**src/rtl/int_operand_stage.sv**
```systemverilog
// int_operand_stage: operand resolution and 2-entry skid buffer feeding the integer ALU.
// Each source operand resolves to one of: zero register (tag 0), immediate (B only),
// forwarding network, or register-file read data. Values are frozen once captured.
// Optional feature: define RSD_OPERAND_BYPASS_EN to enable forwarding-network resolution.
// Without it, bypValid/bypTag/bypData are ignored and no tag comparators are built.
`timescale 1ns/1ps
module int_operand_stage #(
  parameter int DATA_WIDTH = 32,
  parameter int CODE_WIDTH = 4,
  parameter int TAG_WIDTH  = 6,
  parameter int BYP_NUM    = 2
) (
  input  logic                          clk,
  input  logic                          rst_n,
  input  logic                          flush,
  input  logic                          inValid,
  output logic                          inReady,
  input  logic [CODE_WIDTH-1:0]         inCode,
  input  logic [TAG_WIDTH-1:0]          inTagA,
  input  logic [TAG_WIDTH-1:0]          inTagB,
  input  logic [DATA_WIDTH-1:0]         inRegA,
  input  logic [DATA_WIDTH-1:0]         inRegB,
  input  logic                          inUseImm,
  input  logic [DATA_WIDTH-1:0]         inImm,
  input  logic [TAG_WIDTH-1:0]          inDstTag,
  input  logic [BYP_NUM-1:0]            bypValid,
  input  logic [BYP_NUM*TAG_WIDTH-1:0]  bypTag,
  input  logic [BYP_NUM*DATA_WIDTH-1:0] bypData,
  output logic                          outValid,
  input  logic                          outReady,
  output logic [CODE_WIDTH-1:0]         outCode,
  output logic [DATA_WIDTH-1:0]         outOpA,
  output logic [DATA_WIDTH-1:0]         outOpB,
  output logic [TAG_WIDTH-1:0]          outDstTag
);

  typedef enum logic [1:0] {
    EMPTY = 2'd0,
    ONE   = 2'd1,
    TWO   = 2'd2
  } occ_t;

  typedef struct packed {
    logic [CODE_WIDTH-1:0] code;
    logic [DATA_WIDTH-1:0] opA;
    logic [DATA_WIDTH-1:0] opB;
    logic [TAG_WIDTH-1:0]  dst;
  } entry_t;

  occ_t   state_q, state_d;
  entry_t main_q, main_d;
  entry_t skid_q, skid_d;
  entry_t in_entry;
  logic   accept;
  logic   consume;

`ifdef RSD_OPERAND_BYPASS_EN
  // Zero register wins, then the lowest-index matching forwarding source, then the register file.
  function automatic logic [DATA_WIDTH-1:0] resolve(input logic [TAG_WIDTH-1:0]  tag,
                                                    input logic [DATA_WIDTH-1:0] rf);
    logic [DATA_WIDTH-1:0] val;
    logic                  hit;
    val = rf;
    hit = 1'b0;
    for (int unsigned i = 0; i < BYP_NUM; i++) begin
      if (!hit && bypValid[i] && (bypTag[i*TAG_WIDTH +: TAG_WIDTH] == tag)) begin
        val = bypData[i*DATA_WIDTH +: DATA_WIDTH];
        hit = 1'b1;
      end
    end
    if (tag == '0) val = '0;
    return val;
  endfunction
`else
  // Forwarding inputs stay on the port list but are deliberately unconsumed.
  logic unused_byp;
  assign unused_byp = ^{bypValid, bypTag, bypData};

  function automatic logic [DATA_WIDTH-1:0] resolve(input logic [TAG_WIDTH-1:0]  tag,
                                                    input logic [DATA_WIDTH-1:0] rf);
    return (tag == '0) ? '0 : rf;
  endfunction
`endif

  assign accept  = inValid && inReady;
  assign consume = outValid && outReady;

  // Build the resolved entry for the op presented this cycle.
  always_comb begin
    in_entry      = '0;
    in_entry.code = inCode;
    in_entry.opA  = resolve(inTagA, inRegA);
    in_entry.opB  = inUseImm ? inImm : resolve(inTagB, inRegB);
    in_entry.dst  = inDstTag;
  end

  // Occupancy transitions and entry movement; flush only clears occupancy, data is left as-is.
  always_comb begin
    state_d = state_q;
    main_d  = main_q;
    skid_d  = skid_q;
    unique case (state_q)
      EMPTY: begin
        if (accept) begin
          main_d  = in_entry;
          state_d = ONE;
        end
      end
      ONE: begin
        if (accept && consume) begin
          main_d = in_entry;
        end else if (accept) begin
          skid_d  = in_entry;
          state_d = TWO;
        end else if (consume) begin
          state_d = EMPTY;
        end
      end
      TWO: begin
        if (consume) begin
          main_d  = skid_q;
          state_d = ONE;
        end
      end
      default: state_d = EMPTY;
    endcase
    if (flush) state_d = EMPTY;
  end

  // State and entry registers.
  always_ff @(posedge clk or negedge rst_n) begin
    if (!rst_n) begin
      state_q <= EMPTY;
      main_q  <= '0;
      skid_q  <= '0;
    end else begin
      state_q <= state_d;
      main_q  <= main_d;
      skid_q  <= skid_d;
    end
  end

  // Handshake flags decode straight from the state register, so inReady never depends on outReady.
  assign outValid  = (state_q != EMPTY);
  assign inReady   = (state_q != TWO);
  assign outCode   = main_q.code;
  assign outOpA    = main_q.opA;
  assign outOpB    = main_q.opB;
  assign outDstTag = main_q.dst;

endmodule

```
**config.mk**
```make
export PLATFORM = sky130hd
export DESIGN_NAME = int_operand_stage
export DESIGN_NICKNAME = d
export VERILOG_FILES = /design/src/rtl/int_operand_stage.sv
export SDC_FILE = /design/constraint.sdc
export NUM_CORES = 1
export LEC_CHECK = 0
export ABC_AREA = 1
export CORE_UTILIZATION = 41
export DETAILED_ROUTE_END_ITERATION = 10
export PLACE_DENSITY = 0.76
export SLEW_MARGIN = 5
export SYNTH_ARGS = -nofsm -noshare
export SYNTH_HDL_FRONTEND = slang
export SYNTH_SLANG_ARGS = --single-unit
```
**constraint.sdc**
```tcl
create_clock -name clk -period 2.9 [get_ports clk]
set_input_delay 0.29 -clock clk [delete_from_list [all_inputs] [get_ports clk]]
set_output_delay 0.29 -clock clk [all_outputs]
set_load 0.01 [all_outputs]
```
* Word level (Yosys, flattened, before mapping) *
Cells that the tools add are included.

cells by class
  bitwise logic cells = 1
  multiplexer cells = 14
  reductions and logical operators = 11
  equality and inequality tests = 10

operators by type and width
  cell                                                                   number
  74-bit two-way mux                                                     3
  74-bit case mux with 3 select lines                                    1
  32-bit two-way mux                                                     3
  6-bit logical NOT                                                      2
  2-bit two-way mux                                                      6
  3-bit != test, second input constant                                   3
  2-bit != test, second input constant                                   4
  4-bit AND reduction                                                    2
  2-bit case mux with 3 select lines                                     1
  4-bit != test, second input constant                                   1
  1-bit logical AND                                                      3
  3-bit AND reduction                                                    1
  3-bit nonzero test                                                     1
  2-bit by 1-bit equality test with 1-bit output, second input constant  1
  2-bit equality test, second input constant                             1
  2-bit logical NOT                                                      1
  2-bit nonzero test                                                     1
  1-bit NOT                                                              1

word-level totals
  input port bits = 202
  output and inout bits = 76
  register bits after elaboration = 150
  word-level logic and storage cells = 45

* Depth between registers and ports, before layout *
Gate-level depths: netlist (run 1).

  word-level depth = 7
  gate-level depth with buffers = 9

* Worst setup path after synthesis (run 1) *
OpenSTA, ideal clock, no wires.

  kind = flip-flop to flip-flop
  start point = register state_q[1]
  end point = register main_q (netlist bit outOpA[10])
  cell stages (with the launch flop) = 10
  setup time = 0.065 ns
  data arrival time = 1.258 ns
  buffers on the path = 2
  required time = 2.835 ns
  setup slack = 1.577 ns
  cells stage by stage = dfrtp_1 -> nor2_1 -> inv_1 -> nand2_1 -> nand2_1 -> buf_4 -> buf_2 -> nor2_1 -> nand2_1 -> nand2_1

on the way
  cells in the longest elaborated chain, start to end = 5

RTL lines
  item                             RTL line  RTL
  from (decl)                      50        occ_t state_q, state_d;
  from (signal assigned)           137       state_q <= state_d;
  2-bit nonzero test *             144       assign outValid = (state_q != EMPTY);
  net outValid                     29        output logic outValid,
  1-bit logical AND *              86        assign consume = outValid && outReady;
  1-bit logical AND                110       if (accept && consume) begin
  2-bit != test (no line)          --
  4-bit AND reduction (no line) *  --
  to (signal assigned)             138       main_q <= main_d;
  to (decl)                        51        entry_t main_q, main_d;

Mark *: on every way through the listed nets, which the timed path passes. The rest lies on a longest branch.
A chain may end at the register's enable or synchronous reset.

* Worst setup path after layout (run 1) *
  start point = register state_q[0]
  end point = output port inReady

on the way
  cells in the longest elaborated chain, start to end = 1

RTL lines
  item           RTL line  RTL
  2-bit != test  145       assign inReady = (state_q != TWO);
  to (decl)      17        output logic inReady,

No other way between the ends.

==> flow_summary.toml, run 1 <==
[power_and_ir_drop]
power.total_mw = 8.01
peakVddDrop_mv = 0.432
powerDensity_mw_per_mm2 = 802
leakagePower_nw = 5.15

[timing]
fmax_mhz = 404
period_needed_ps = 2470
fin_crit_sh_pct = 85.3
rsz0062_at_grt = "no"
setup_violations = 0
tightest_slew_ps = 909
fin_skew_ps = 9.78
hold_violations = 0
tns_ps = 0
max_slew_margin_pct = 39.4
slew_viol_final = 0

[global_route]
grt_max_degree = 89
grt_pass1_wl_um = 28900
grtUsageTotal_pct = 19.9
busiest_layer = "met2"
overflow = 0
grtUsageMet1_pct = 26.9
antenna_found_initial = 0
use_met2_pct = 31.3
first_global_vias = 6137
grtUsageMet3_pct = 5.11

[clocking]
clk_latency_ps = 410
cts.root.buffer_cell = "clkbuf_16"
h-tree-depth = 4
cts_tree = "yes"
cts_buffers = 17
clock-sinks = 150
cts_buffer_depth = 2
clkTransAtPathRegs_ps = 60

[detailed_routing]
ant_nets = 0
viasPerCell = 4.77
firstDrtPassIters = 4
routedWlPerCell_um = 12.3
drc = 0
drt_iter0_drc = 293
wl_um = 17300
vias = 6720

[logic_synthesis]
yosys-top-cells-area = "dfrtp_1, nand2_1, nor2_1, o21ai_0, a31oi_1"
synth_nets = 1201
syn_avg_cell_area_um2 = 7.21
yosysUniqueCellTypes = 17
yosysWarnings = 0
seq_area_frac_synth_pct = 52.1
yosysMostFrequentCell = "nand2_1"
postSynthCellCount = 999
yosys.area.top_type = "dfrtp_1"
async_flop_share_pct = 100
synth_top_area_share_pct = 52.1
synth_edf_count = 0
syn-cell-area_mm2 = 0.00720
synth-seq-cells = 150
synthFlopType = "dfrtp_1"
synth_common_cells = "nand2_1, nor2_1, dfrtp_1, o21ai_0, inv_1"

[setup_path]
critPathRequiredTime_ps = 2610
cp-end-kind = "primary output"
cp_max_fo = 46
critical_path_class = "flip-flop to primary output"
worstSetupStartpointType = "flip-flop"
cp.arrival_ps = 2180

[cells_and_area]
drive_gt1_share_pct = 4.22
antennaDiodeCount = 0
final_cells = 1410
area_delta_synth_final_pct = 38.7
final_area_mm2 = 0.00999
layout.nets = 1374
fillers = 1597
final_util_pct = 58.0

[worst_hold_path]
hp-class = "input port to flip-flop"

[job]
cap_violations = 0

[place]
gp_congestion = 0.778
place_hpwl_um = 11300
io_buffers = 199
placed_cells = 1377
dpl_cell_area_mm2 = 0.00933

[floorplan]
dieWidth_um = 135
coreArea_mm2 = 0.0172
dieArea_mm2 = 0.0181
die_y_um = 135
start_util_pct = 41.8
ios = 278
num_rows = 48

[run_status]
status = "complete, no violations"
[repair_timing]
action,CTS,global route
gates resized for setup,0,0
hold endpoints to repair,64,0
hold buffers,1,0
buffers inserted,0,0
[logic make-up (layout without fill, tap and decap cells)]
group                  after synthesis  count (layout)  share of synthesized area, %
AO/OA/AOI/OAI                       86              86                          6.53
buffers and inverters              108             294                          6.50
flip-flops                         150             150                          52.1
AND/OR/NAND/NOR                    655             655                          34.9
[per-layer routing]
metal	part of all wire (%)	wire [um]	up-vias
li1	-	-	3432
met1	46	8060	3072
met2	45	7830	196
met4	1.3	224	0
met3	7.1	1230	20
met5	0	0	-
[report_power, final]
| part | leakage (nW) | total (mW) | internal, mW | switching [mW] |
|---|---|---|---|---|
| combinational | 3.01 | 2.25 | 1.15 | 1.10 |
| clock | 0.318 | 2.44 | 1.58 | 0.862 |
| sequential | 1.82 | 3.33 | 2.89 | 0.433 |
| total | 5.15 | 8.01 | 5.62 | 2.39 |
[sequential cells by signal, indices dropped and copies added, names as in the netlist]
name,cells
outCode,4
outOpB,32
outDstTag,6
skid_q,74
outOpA,32
state_q,2
[final timing paths]
| path | start | end | slack (ps) | cells after the start |
|---|---|---|---|---|
| setup / recovery | state_q[0] | inReady | 430 | 4 |
| hold / removal | inUseImm | skid_q[21] | 310 | 3 |
| setup reg to reg | state_q[0] | outDstTag[4] | 790 | 7 |
| hold reg to reg | outOpA[5] | outOpA[5] | 480 | 2 |
| max in group asynchronous | rst_n | outOpB[0] | 1710 | 3 |
| min in group asynchronous | rst_n | outDstTag[0] | 420 | 2 |
[cell type report]
class,instances,area (um2),area share [%]
clock buffers,21,460,4.61
clock inverters,11,194,1.94
inverters,50,188,1.88
multi-input cells,741,3000,30.0
flip-flops and latches,150,3750,37.6
well taps,225,282,2.82
repair buffers,212,2110,21.2
[layout by cell type (no fill, tap or decap), types with 2 or more instances in the layout]
master             n
clkbuf_1           2
clkinv_2           2
buf_12             2
nand3_1           39
clkbuf_16         17
dfrtp_1          150
clkbuf_8           2
a31oi_1           32
inv_2              3
inv_1             46
clkdlybuf4s50_1  197
bufinv_16          5
nand2_4            2
nand2_1          410
buf_4             10
nor2_1           203
inv_6              2
o21ai_0           53
[stage by stage]
stage	setup WS, ps	hold WS [ps]
final	427	314
after global routing	256	350
after CTS	393	300
after detailed placement	777	328
after global placement	759	330
after floorplan	1580	-5.59
[critical path, stage by stage (launching register included)]
cell,delay [ps]
dfrtp_1,440
inv_2,70
nand2_4,160
buf_4,450
clkdlybuf4s50_1,660
Power figures use the tool's default switching activity.
==> run 2: changes to the inputs <==
Settings changed: ABC_CLOCK_PERIOD_IN_PS from default to 2900.
==> results of run 2 <==
No change in the layout: final DEF, timing and power equal those of run 1.
==> run 3: changes to the inputs <==
Settings changed: ABC_CLOCK_PERIOD_IN_PS 2900 to 2400.
Clock period 2.9 ns to 2.4 ns, I/O delays scaled along.
==> run 3 against run 2 <==
Effect of this change:
- register-to-register slack lost 160 ps
- combinational power grew 21%
- critical path depth is the same
- final cell count grew 0.28%
- utilization grew 0.29 points
- count of clock-buffer cells in the layout shrank 3
- non-clock buffer count grew 4
- routed wire length shrank 0.44%
- highest routed layer unchanged
- largest power group unchanged
- flip-flop and latch count is the same
- clock power grew 17%
==> flow_summary.toml, run 3 (synthesis gave the netlist of run 1 again) <==
[timing]
fin_skew_ps = 7.29
setup_violations = 0
slew_viol_final = 0
max_slew_margin_pct = 53.3
hold_violations = 0
hold_ws_ps = 379
fmax_mhz = 469
tightest_slew_ps = 701
tns_ps = 0
fin_crit_sh_pct = 88.9
period_needed_ps = 2130
rsz0062_at_grt = "no"

[detailed_routing]
drt_iter0_drc = 362
wl_um = 17300
ant_nets = 0
routedWlPerCell_um = 12.2
drc = 0
firstDrtPassIters = 7
vias = 6664
viasPerCell = 4.71

[cells_and_area]
layout.nets = 1378
drive_gt1_share_pct = 4.71
antennaDiodeCount = 0
largest_reg_flops = 74
fillers = 1542
layout_commonest_cell = "nand2_1"
regMostFlops = "skid_q"
final_cell_mix = "nand2_1, nor2_1, clkdlybuf4s50_1"
area_delta_synth_final_pct = 39.4

[job]
cap_violations = 0

[clocking]
post-cts-setup-buffer-count = 0
cts_buffers = 17
h-tree-depth = 4
clk_latency_ps = 410
cts.root.buffer_cell = "clkbuf_16"
clock-sinks = 150
cts_buffer_depth = 2
cts_tree = "yes"
clkTransAtPathRegs_ps = 60

[global_route]
antenna_found_initial = 0
grt_pass1_wl_um = 29400
grt_max_degree = 83
overflow = 0
grtUsageTotal_pct = 20.3
first_global_vias = 6172

[worst_hold_path]
hp-class = "input port to async pin"

[place]
gp_congestion = 0.800
place_hpwl_um = 11500
io_buffers = 199

[setup_path]
slowest_stage = "clkdlybuf4s50_1"
path_buf_inv = 3
path_delay_family = "buffers and inverters"
worstSetupStartpointType = "flip-flop"
max_stage_delay_ps = 600
critical_path_class = "flip-flop to primary output"
critPathRequiredTime_ps = 2160
cp.arrival_ps = 1890
cp_cell_sequence = "inv_2 > nand2_4 > buf_4 > clkdlybuf4s50_1"
cp-end-kind = "primary output"
cp_max_fo = 29

[floorplan]
dieArea_mm2 = 0.0181
dieWidth_um = 135
num_rows = 48
ios = 278
start_util_pct = 41.8
coreArea_mm2 = 0.0172
die_y_um = 135

[power_and_ir_drop]
peakVddDrop_mv = 0.466
power.total_mw = 9.61
powerDensity_mw_per_mm2 = 957
leakagePower_nw = 5.17

[run_status]
status = "complete, no violations"
-- run 3: worst paths after layout --
path                             from  slack [ps]            to  cells past startpoint
min reg2reg                outOpA[20]         480    outOpA[20]                      2
min in group clk             inUseImm         390    skid_q[18]                      3
max in group asynchronous       rst_n        1350    skid_q[11]                      3
max reg2reg                state_q[1]         630    skid_q[61]                      6
min                             rst_n         380  outDstTag[0]                      2
max                        state_q[0]         270       inReady                      4
-- run 3: cell type report --
class | instances | area (um2) | share of cell area [%]
Inverter | 50 | 188 | 1.87
Timing Repair Buffer | 216 | 2180 | 21.7
Clock buffer | 18 | 439 | 4.37
Tap cell | 225 | 282 | 2.80
Clock inverter | 14 | 198 | 1.97
Sequential cell | 150 | 3750 | 37.4
Multi-Input combinational cell | 741 | 3000 | 29.9
-- run 3: layer usage --
metal  track usage, %  wire [um]  vias up
met4             5.93        159        0
met3             5.07       1020       12
met2             32.2       7980      176
met1             27.5       8100     3038
met5                0          0        -
li1                 -          -     3438
-- run 3: report_power, final --
group | leakage, nW | internal, mW | switching [mW] | total (mW)
Combinational | 3.04 | 1.41 | 1.33 | 2.73
Clock | 0.307 | 1.78 | 1.07 | 2.85
Sequential | 1.82 | 3.50 | 0.527 | 4.02
-- run 3: stage by stage --
step           util (%)  instance area, um2  setup slack [ps]  instances
2_1_floorplan         -                7200              1080        999
3_3_place_gp       54.5                9390               497       1381
3_5_place_dp       54.5                9390               450       1381
4_1_cts            58.3               10000               237       1414
5_1_grt            58.3               10000               178       1414
6_report           58.3               10000               268       1414
-- run 3: what timing repair did --
item / in CTS / in global routing
hold buffers: 1 / 0
gates resized for setup: 0 / 0
hold endpoints to repair: 56 / 0
